[config.mk]
export PLATFORM = sky130hd
export DESIGN_NAME = urv_dbus_arbiter
export DESIGN_NICKNAME = d
export VERILOG_FILES = /design/src/rtl/urv_ahb_defs.sv /design/src/rtl/urv_dbus_grant.sv /design/src/rtl/urv_dbus_arbiter.sv
export SDC_FILE = /design/constraint.sdc
export NUM_CORES = 1
export LEC_CHECK = 0
export ABC_AREA = 1
export BUFFER_PORTS_ARGS = -buffer_cell sky130_fd_sc_hd__buf_2
export CAP_MARGIN = 20
export CORE_AREA = 2 2 121 123
export DETAILED_ROUTE_END_ITERATION = 8
export DIE_AREA = 0 0 123 125
export PLACE_DENSITY_LB_ADDON = 0.08
export SETUP_SLACK_MARGIN = 0.1
export SLEW_MARGIN = 20
export SYNTH_ARGS = -nofsm -noshare
export SYNTH_HDL_FRONTEND = slang
export SYNTH_HIERARCHICAL = 1
export SYNTH_SLANG_ARGS = --single-unit
export TNS_END_PERCENT = 10
[constraint.sdc]
create_clock -name clk_i -period 4.3 [get_ports clk_i]
set_input_delay 0.86 -clock clk_i [delete_from_list [all_inputs] [get_ports clk_i]]
set_output_delay 0.86 -clock clk_i [all_outputs]
set_load 0.02 [all_outputs]
[src/rtl/urv_ahb_defs.sv]
// Shared AHB-Lite encodings and data-bus master identifiers for the uRV core.
package urv_ahb_defs;

   localparam logic [1:0] HTRANS_IDLE   = 2'b00;
   localparam logic [1:0] HTRANS_BUSY   = 2'b01;
   localparam logic [1:0] HTRANS_NONSEQ = 2'b10;
   localparam logic [1:0] HTRANS_SEQ    = 2'b11;

   localparam logic [2:0] HSIZE_B = 3'b000;
   localparam logic [2:0] HSIZE_H = 3'b001;
   localparam logic [2:0] HSIZE_W = 3'b010;

   localparam logic M_CORE = 1'b0;
   localparam logic M_DBG  = 1'b1;

endpackage

[src/rtl/urv_dbus_grant.sv]
// Data-bus grant decision with a streak limiter so neither master can starve the other.
module urv_dbus_grant
   import urv_ahb_defs::*;
#(
   parameter int unsigned LOCK_MAX    = 4,
   parameter bit          M0_PRIORITY = 1'b1
) (
   input  logic       clk_i,
   input  logic       rst_i,
   input  logic [1:0] req,
   input  logic       hready,
   output logic       g,
   output logic       accept
);

   localparam logic [3:0] LOCK_LIM = 4'(LOCK_MAX);

   logic       last_grant_reg;
   logic [3:0] streak_reg;

   always_comb begin
      g = last_grant_reg;
      if (hready) begin
         if (&req) begin
            if (streak_reg == 4'd0)
               g = M0_PRIORITY ? M_CORE : ~last_grant_reg;
            else if (streak_reg >= LOCK_LIM)
               g = ~last_grant_reg;
         end else if (req[0]) begin
            g = M_CORE;
         end else if (req[1]) begin
            g = M_DBG;
         end
      end
   end

   assign accept = hready && req[g];

   // Streak counts consecutive accepts for the same master and restarts on any idle bus cycle.
   always_ff @(posedge clk_i or negedge rst_i) begin
      if (!rst_i) begin
         last_grant_reg <= M_CORE;
         streak_reg     <= 4'd0;
      end else if (accept) begin
         last_grant_reg <= g;
         if (g != last_grant_reg)
            streak_reg <= 4'd1;
         else if (streak_reg < LOCK_LIM)
            streak_reg <= streak_reg + 4'd1;
      end else if (hready) begin
         streak_reg <= 4'd0;
      end
   end

endmodule

[src/rtl/urv_dbus_arbiter.sv]
// Two-master AHB-Lite data-bus arbiter: address/data muxing plus a one-entry
// read-data hold for a data owner whose next address lost arbitration.
module urv_dbus_arbiter
   import urv_ahb_defs::*;
#(
   parameter int unsigned LOCK_MAX    = 4,
   parameter bit          M0_PRIORITY = 1'b1
) (
   input  logic        clk_i,
   input  logic        rst_i,
   input  logic [31:0] m0_haddr_i,
   input  logic [1:0]  m0_htrans_i,
   input  logic        m0_hwrite_i,
   input  logic [2:0]  m0_hsize_i,
   input  logic [31:0] m0_hwdata_i,
   output logic        m0_hready_o,
   output logic [31:0] m0_hrdata_o,
   input  logic [31:0] m1_haddr_i,
   input  logic [1:0]  m1_htrans_i,
   input  logic        m1_hwrite_i,
   input  logic [2:0]  m1_hsize_i,
   input  logic [31:0] m1_hwdata_i,
   output logic        m1_hready_o,
   output logic [31:0] m1_hrdata_o,
   output logic [31:0] HADDR,
   output logic [1:0]  HTRANS,
   output logic        HWRITE,
   output logic [2:0]  HSIZE,
   output logic [31:0] HWDATA,
   input  logic        HREADY,
   input  logic [31:0] HRDATA
);

   logic [1:0]        req;
   logic              g;
   logic              accept;
   logic              capture;
   logic [1:0]        hready_vec;
   logic [1:0][31:0]  rdata_vec;

   logic              data_valid_reg;
   logic              data_owner_reg;
   logic              hold_valid_reg;
   logic              hold_owner_reg;
   logic [31:0]       hold_data_reg;

   assign req = {m1_htrans_i[1], m0_htrans_i[1]};

   urv_dbus_grant #(
      .LOCK_MAX    (LOCK_MAX),
      .M0_PRIORITY (M0_PRIORITY)
   ) u_grant (
      .clk_i  (clk_i),
      .rst_i  (rst_i),
      .req    (req),
      .hready (HREADY),
      .g      (g),
      .accept (accept)
   );

   assign HADDR  = g ? m1_haddr_i  : m0_haddr_i;
   assign HWRITE = g ? m1_hwrite_i : m0_hwrite_i;
   assign HSIZE  = g ? m1_hsize_i  : m0_hsize_i;
   assign HTRANS = req[g] ? (g ? m1_htrans_i : m0_htrans_i) : HTRANS_IDLE;
   assign HWDATA = data_owner_reg ? m1_hwdata_i : m0_hwdata_i;

   // The finishing data owner lost its next address phase: park its read data.
   assign capture = HREADY && data_valid_reg && req[data_owner_reg] && (g != data_owner_reg);

   generate
      for (genvar gi = 0; gi < 2; gi++) begin : g_master
         localparam logic ID = 1'(gi);
         assign hready_vec[gi] = req[gi] ? (HREADY && (g == ID)) :
                                 (hold_valid_reg && hold_owner_reg == ID) ? 1'b1 :
                                 (data_valid_reg && data_owner_reg == ID) ? HREADY : 1'b1;
         assign rdata_vec[gi]  = (hold_valid_reg && hold_owner_reg == ID) ? hold_data_reg : HRDATA;
      end
   endgenerate

   assign m0_hready_o = hready_vec[0];
   assign m1_hready_o = hready_vec[1];
   assign m0_hrdata_o = rdata_vec[0];
   assign m1_hrdata_o = rdata_vec[1];

   always_ff @(posedge clk_i or negedge rst_i) begin
      if (!rst_i) begin
         data_valid_reg <= 1'b0;
         data_owner_reg <= M_CORE;
         hold_valid_reg <= 1'b0;
         hold_owner_reg <= M_CORE;
         hold_data_reg  <= 32'd0;
      end else begin
         if (accept) begin
            data_valid_reg <= 1'b1;
            data_owner_reg <= g;
         end else if (HREADY) begin
            data_valid_reg <= 1'b0;
         end
         // A fresh capture overrides release of an older hold in the same cycle.
         if (capture) begin
            hold_data_reg  <= HRDATA;
            hold_owner_reg <= data_owner_reg;
            hold_valid_reg <= 1'b1;
         end else if (hold_valid_reg && hready_vec[hold_owner_reg]) begin
            hold_valid_reg <= 1'b0;
         end
      end
   end

endmodule

# After elaboration in Yosys (flattened, before gate mapping)
# Cells that the tools add are included.
# Widths: inputs -> output; s select.
# op_classes
n_reduce_logical	16
order_cmp	5
bitwise	3
n_eq_ne	2
add_sub_neg	1
mux	34
# ops
op	count
$mux 32	4
$mux 1	23
$mux 4	4
$logic_and 1x1->1	11
$lt 1x2->1 const B	3
$add 4x1->4 const B	1
$ge 4x3->1 const B	1
$logic_not 4->1	1
$lt 4x3->1 const B	1
$mux 2	2
$reduce_and 2->1	2
$reduce_bool 2->1	2
$mux 3	1
$ne 3x1->1 const B	1
$not 1->1	3
$ne 1x1->1	1
# word_totals
register_bits	40
out_inout_bits	136
in_bits	175

# Longest topological paths before layout
# Gate-level depths: netlist of run 1.
# logic_depth
word_depth	13
depth_mapped	15
depth_no_buf	13

# Cells and area by module
# The synthesis of run 1 kept the hierarchy.
# by_module_without_submodules
module	area_each_um2	instances	cells_per_inst
urv_dbus_arbiter	3209.3	1	580
urv_dbus_grant	426.7	1	56

# Worst setup path before layout of run 1
# No wires, ideal clock.
# synth_timing
path_type	input to output
from	input m0_htrans_i[1]
to	output m1_hready_o
cell_stages	7
slack_ps	1339
n_path_buf	2
arrival_ps	2101
path_cell_list	o21ai_2 nand2_2 a21oi_1 buf_2 buf_2 nand2_1 o21ai_0
# synth_via
elab_chain_cells	5
elab_cells_between_ends	6
# synth_rtl
element	line_no	rtl
from (decl)	urv_dbus_arbiter.sv:12	input logic [1:0] m0_htrans_i,
$mux 1 / $reduce_and 2->1 (equally long branches)	urv_dbus_grant.sv:29, urv_dbus_grant.sv:24	
$mux 1 *	urv_dbus_grant.sv:24	if (&req) begin
$mux 1 *	urv_dbus_grant.sv:23	if (hready) begin
named net g	urv_dbus_arbiter.sv:35	logic g;
$logic_and 1x1->1 *	urv_dbus_arbiter.sv:73	assign hready_vec[gi] = req[gi] ? (HREADY && (g == ID)) :
$mux 1 *	urv_dbus_arbiter.sv:73	
to (decl)	urv_dbus_arbiter.sv:23	output logic m1_hready_o,
# Mark *: on every way through the listed nets, which the timed path passes. The rest lies on a longest branch.

# Final worst setup path of run 1
# Ends and elaborated chain as after synthesis.

==> flow_metrics.py, run 1 <==
metrics = {
    "placed_design": {
        "gp_congestion": 0.839,
        "dp_hpwl_um": 10600,
        "portBuffers": 310,
        "pre_cts_slack_ns": 0.990,
        "dp.cells": 1091,
    },
    "power": {
        "comb_power_share": 0.557,
        "p_leak_nw": 3.46,
        "ir_drop_v": 0.000134,
        "pwr-share-seq": 0.267,
        "internal_power_w": 0.00123,
        "clkPwrFrac": 0.176,
        "power_switching_w": 0.00115,
        "p_per_area_nw_per_um2": 440,
        "netSwitchingFraction": 0.484,
    },
    "worst_setup_path": {
        "crit_required_ns": 3.44,
        "end_kind": "output pin",
        "worstPathMaxFanout": 41,
        "cp_slowest_stage_delay_ns": 0.40,
        "reg2regPathDepth": 13,
        "crit_top_cell": "buf_2",
        "timing.rr.end": "hold_data_reg[26]",
        "crit_arrival_ns": 2.44,
        "cp_slowest_cell": "buf_4",
        "cp-start-kind": "primary input",
        "reg2reg_from": "u_grant/streak_reg[0]",
        "crit_chain": "buf_2 -> o21ai_2 -> nand2_2 -> a21oi_2 -> buf_4 -> nand2_1 -> o21ai_0 -> buf_2",
        "worst_path_dominant_cell_family": "buffers and inverters",
        "r2r_slack_ns": 1.44,
        "worst-path-buf-inv": 3,
        "critical_path_class": "in -> out",
    },
    "drt": {
        "vias": 4822,
        "drc": 0,
        "wl_per_cell_um": 12.9,
        "vias_per_cell": 4.39,
        "antenna_left": 0,
        "first_pass_iters": 4,
        "drtIter0Drc": 304,
        "routed_wl_um": 14200,
    },
    "cts": {
        "cts_buffer_depth": 2,
        "cts.clk_slew.worst_paths_ns": 0.06,
        "post-cts-setup-buffers": 0,
        "cts_tree": "done",
        "htreeDepth": 2,
        "cts_buffers": 5,
        "insertion_delay_ns": 0.28,
        "hold_buffers": 0,
        "cts.sinks": 41,
        "post_cts_resized": 0,
        "cts-root-buf": "clkbuf_16",
    },
    "flow_run": {
        "drv_cap": 0,
    },
    "sta": {
        "min_period_ns": 3.30,
        "period_share": 0.767,
        "slew_headroom": 0.570,
        "hold_viol_final": 0,
        "maxSlewViolCount": 0,
        "max_freq_mhz": 303,
        "setup_tns_ns": 0,
        "fin_skew_ns": 0.00444,
        "setup_slack_ns": 1.00,
        "tightest_slew_ns": 0.645,
        "rsz0062_at_grt": "no",
        "setup_viol": 0,
    },
    "floorplanning": {
        "die_h_um": 125,
        "rows": 44,
        "start_util": 0.256,
        "dieWidth_um": 123,
        "coreArea_sq_um": 14200,
        "num_io_pins": 311,
        "die_area_sq_um": 15400,
    },
    "synthesis": {
        "ys_seq_area_frac": 0.282,
        "synth_cell_type_count": 28,
        "synthCells": 636,
        "synth-seq-cells": 41,
        "synth_area_sq_um": 3640,
        "ys_warn_count": 6,
        "syn_avg_cell_area_sq_um": 5.72,
        "syn_nets": 813,
    },
    "global_route": {
        "grt_pass1_vias": 4419,
        "overflow": 0,
        "grt_pass1_wl_um": 22400,
        "track_usage": 0.180,
        "grt_max_degree": 66,
        "antenna_found_initial": 0,
    },
    "layout": {
        "area_growth_pct": 49.2,
        "instances_no_fill": 1099,
        "drive_gt1_frac": 0.377,
        "seqCellArea_sq_um": 1030,
        "diodes": 0,
        "nFillCells": 1634,
        "multiInputGateArea_sq_um": 2200,
        "fin_nets": 1092,
        "largest_reg_flops": 32,
    },
    "hold_path": {
        "hp-start": "hold_data_reg[28]",
        "holdPathStages": 2,
        "min_path_type": "reg -> reg",
        "hold_end": "hold_data_reg[28]",
    },
    "run_status": {
        "outcome": "finished, final reports clean",
    },
}
layout make-up:
type	instances	share of cell area
sequential	41	0.189
multi-input combinational	499	0.405
timing repair buffer	315	0.297
clock inverter	2	0.00646
tap	184	0.0424
clock buffer	5	0.0231
inverter	53	0.0374
synthesized netlist by cell type (all sizes together):
library cell	number	share of area
nor2	5	0.0052
ha	2	0.0069
buf	25	0.042
xnor2	1	0.0024
inv	52	0.054
nand3	11	0.023
dfrtp	41	0.28
nand4	37	0.070
clkinv	1	0.0014
clkbuf	18	0.021
or2	1	0.0017
a31oi	1	0.0017
nand2	368	0.39
o21ai	70	0.097
a21oi	3	0.0041
kinds of logic (layout without fill, tap and decap cells):
family                     after synthesis  in the layout  share of synthesized area
and+or+nand+nor                        422            422                      0.487
buffers and inverters                   96            375                      0.119
xor gates and xnor gates                 1              1                    0.00241
DFF                                     41             41                      0.282
AOI/OAI and AO/OA                       74             74                      0.103
adders and majority gates                2              2                    0.00688
how the worst max path moves through the flow:
| stage | start | to | slack [ns] | cells after the start |
|---|---|---|---|---|
| finish | m0_htrans_i[1] | m1_hready_o | 1.00 | 8 |
| global route | u_grant/streak_reg[0] | m1_hready_o | 0.79 | 11 |
| CTS | m0_htrans_i[1] | m1_hready_o | 0.98 | 8 |
| detailed placement | m0_htrans_i[1] | m1_hready_o | 0.99 | 8 |
| global placement | m0_htrans_i[1] | m1_hready_o | 0.99 | 8 |
| floorplan | m0_htrans_i[1] | m1_hready_o | 1.34 | 7 |
layer usage:
layer / vias to the layer above / GRT usage / part of all wire
met2: 165 / 0.317 / 0.48
met3: 2 / 0.0283 / 0.065
li1: 2542 / - / -
met5: - / 0 / 0
met1: 2113 / 0.235 / 0.45
met4: 0 / 0.0281 / 0.0045
cells in the final DEF, fill, tap and decap left out, types with 3 or more instances in the layout:
master and n:
buf_2 310, buf_4 4, clkbuf_16 5, dfrtp_1 41, inv_1 48, inv_2 3
nand2_1 359, nand2_2 5, nand2_4 4, nand3_1 7, nand3_2 3, nand4_1 35
nor2_1 5, o21ai_0 68
per-stage QoR:
| step | power, W | hold WS (ns) | util | cell area (sq um) |
|---|---|---|---|---|
| floorplan | 0.00153 | 0.442 | - | 3640 |
| global placement | 0.00198 | 0.456 | 0.368 | 5230 |
| detailed placement | 0.00198 | 0.459 | 0.368 | 5230 |
| CTS | 0.00242 | 0.475 | 0.379 | 5390 |
| global route | 0.00262 | 0.499 | 0.382 | 5430 |
| finish | 0.00239 | 0.468 | 0.382 | 5430 |
worst min-delay path, stage by stage, from the launching register on:
cell and delay (ns):
dfrtp_1 0.34, nand2_1 0.05, nand2_1 0.04
power groups by stage:
stage	clock network [W]	logic (W)	registers, W
2_1_floorplan	0	0.000913	0.000613
3_3_place_gp	0	0.00134	0.000645
3_5_place_dp	0	0.00134	0.000639
4_1_cts	0.000436	0.00135	0.000634
5_1_grt	0.000454	0.00150	0.000663
6_report	0.000420	0.00133	0.000636
(Power assumes the default switching activity.)
==> run 2, diff against run 1 <==
ABC_AREA = 0   (was 1)
CORE_AREA = 2 2 122 124   (was 2 2 121 123)
DIE_AREA = 0 0 124 126   (was 0 0 123 125)
clock period = 2.7 ns   (was 4.3 ns; I/O delays follow)
==> flow_metrics.py, run 2 <==
metrics = {
    "sta": {
        "max_freq_mhz": 344,
        "rsz0062_at_grt": "yes",
        "hold_viol_final": 0,
        "setup_slack_ns": -0.211,
        "slew_headroom": 0.690,
        "fin_skew_ns": 0.00453,
        "min_period_ns": 2.91,
        "setup_viol": 40,
        "tightest_slew_ns": 0.464,
        "maxSlewViolCount": 0,
        "period_share": 1.08,
        "setup_tns_ns": -7.43,
        "hold_slack_ns": 0.145,
    },
    "layout": {
        "drive_gt1_frac": 0.866,
        "nFillCells": 1426,
        "largest_reg_flops": 32,
        "area_growth_pct": 59.8,
        "mostFrequentLayoutCells": "buf_2 (304), mux2_2 (165), dfrtp_1 (41), buf_4 (14)",
        "layout_commonest_cell": "buf_2",
        "fin_nets": 774,
        "fin_area_sq_um": 5550,
    },
    "floorplanning": {
        "dieWidth_um": 124,
        "die_area_sq_um": 15600,
        "num_io_pins": 311,
        "coreArea_sq_um": 14300,
        "rows": 44,
        "start_util": 0.242,
        "die_h_um": 126,
    },
    "synthesis": {
        "yosysTopAreaCell": "mux2_2",
        "synth_edf_count": 0,
        "yosysMostFrequentCell": "mux2_2",
        "synth_cell_type_count": 39,
        "async_flop_share": 1.00,
        "ys_seq_area_frac": 0.296,
        "synth_flop_cell": "dfrtp_1",
        "syn_nets": 463,
        "syn_avg_cell_area_sq_um": 12.1,
        "synth_top_area_share": 0.542,
        "synthTopCellsByArea": "mux2_2 (54%), dfrtp_1 (30%), buf_6 (1.9%), buf_2 (1.4%), nand2b_1 (1.1%)",
        "synthCells": 286,
        "ys_warn_count": 6,
        "synthTopCellsByCount": "mux2_2 (167), dfrtp_1 (41), buf_2 (10), buf_6 (6), nand2b_1 (6)",
        "synth-seq-cells": 41,
        "synth_area_sq_um": 3470,
    },
    "power": {
        "p_per_area_nw_per_um2": 810,
        "ir_drop_v": 0.000350,
        "p_leak_nw": 2.75,
    },
    "global_route": {
        "grt_pass1_vias": 3274,
        "antenna_found_initial": 0,
        "overflow": 0,
        "grt_max_degree": 42,
        "track_usage": 0.139,
        "grt_pass1_wl_um": 17000,
    },
    "worst_setup_path": {
        "end_kind": "output pin",
        "crit_required_ns": 2.16,
        "cp-start-kind": "flip-flop",
        "worst-path-buf-inv": 3,
        "worstPathMaxFanout": 19,
        "crit_cells": 8,
        "reg2regPathDepth": 9,
        "critical_path_class": "reg -> out",
        "cp_slowest_stage_delay_ns": 0.48,
        "worst_path_dominant_cell_family": "simple AND/OR/NAND/NOR gates",
        "cp_slowest_cell": "or4b_4",
        "crit_chain": "inv_2 -> ha_4 -> or4b_4 -> nand4_1 -> o21a_4 -> buf_12 -> mux2_2 -> buf_2",
        "crit_arrival_ns": 2.37,
    },
    "run_status": {
        "failed_checks": "setup timing",
        "outcome": "complete, but fails checks",
    },
    "drt": {
        "antenna_left": 0,
        "vias_per_cell": 4.36,
        "drc": 0,
        "drtIter0Drc": 91,
        "routed_wl_um": 11800,
        "first_pass_iters": 4,
        "wl_per_cell_um": 15.1,
        "vias": 3416,
    },
    "cts": {
        "insertion_delay_ns": 0.28,
        "cts_tree": "done",
        "htreeDepth": 2,
        "hold_buffers": 0,
        "cts.clk_slew.worst_paths_ns": 0.06,
        "cts_buffers": 5,
        "cts-root-buf": "clkbuf_16",
        "cts_buffer_depth": 2,
        "cts.sinks": 41,
    },
    "hold_path": {
        "min_path_type": "in -> async",
    },
    "placed_design": {
        "dp_hpwl_um": 9580,
        "place_area_sq_um": 5280,
        "pre_cts_slack_ns": -0.0118,
        "gp_congestion": 0.875,
        "portBuffers": 310,
    },
    "flow_run": {
        "drv_cap": 0,
    },
}
-- run 2: cell count changes after synthesis, sizes merged, moves of 10 or more --
cell and delta:
nand2 -363, mux2 +168, o21ai -68, inv -50, nand4 -35, clkbuf -13
nand3 -10
-- run 2: timing repair --
| item | 4_1_cts | 5_1_grt |
|---|---|---|
| buffers inserted | 0 | 1 |
| pin swaps | 0 | 2 |
| resized for setup | 7 | 12 |
| endpoints found under the setup margin | 72 | 72 |
-- run 2: worst register-to-register path, stage by stage (launching register included) --
cell	delay, ns
dfrtp_1	0.36
inv_2	0.05
ha_4	0.16
or4b_4	0.48
nand4_1	0.15
o21a_4	0.21
a21oi_1	0.11
a211oi_4	0.22
buf_12	0.23
mux2_2	0.40
-- run 2: report_power, final --
group | total [W] | switching [W] | internal [W]
registers | 0.00108 | 0.000191 | 0.000890
clock network | 0.000699 | 0.000238 | 0.000461
logic | 0.00271 | 0.00137 | 0.00134
total | 0.00449 | 0.00180 | 0.00269
-- run 2: cell families after synthesis --
logic type	Yosys count	share of synthesized area
compound gates	24	0.0602
xor+xnor	1	0.00252
fa+ha+maj	2	0.00721
buf+inv	25	0.0447
flops	41	0.296
mux	168	0.545
simple gates	25	0.0447
-- run 2: per-stage QoR --
stage,utilization,power (W),cells
2_1_floorplan,-,0.00299,286
3_3_place_gp,0.369,0.00376,772
3_5_place_dp,0.369,0.00378,772
4_1_cts,0.383,0.00454,780
5_1_grt,0.387,0.00481,782
6_report,0.388,0.00449,783
-- run 2: worst paths after layout --
kind                                        from                    end  slack, ns
min                                        rst_i      hold_data_reg[14]       0.14
max in group asynchronous                  rst_i  u_grant/streak_reg[1]       2.09
max                        u_grant/streak_reg[0]              HADDR[19]      -0.21
min reg2reg                    hold_data_reg[27]      hold_data_reg[27]       0.52
min in group clk_i                    HRDATA[27]      hold_data_reg[27]       0.51
max reg2reg                u_grant/streak_reg[0]      hold_data_reg[25]       0.21
-- run 2: cell type report --
class,count,area (sq um),share of cell area
Antenna cell,1,2.50,0.000451
Multi-Input combinational cell,220,2330,0.421
Inverter,2,7.51,0.00135
Tap cell,184,230,0.0415
Clock inverter,2,37.5,0.00677
Timing Repair Buffer,327,1770,0.319
Clock buffer,6,139,0.0250
Sequential cell,41,1030,0.185
-- run 2: per-layer routing --
metal	share of wire	vias up	routed length, um	track usage
li1	-	1687	-	-
met1	0.40	1564	4760	0.172
met2	0.52	159	6100	0.253
met3	0.074	6	872	0.0226
met4	0.0059	0	70	0.0218
met5	0	-	0	0
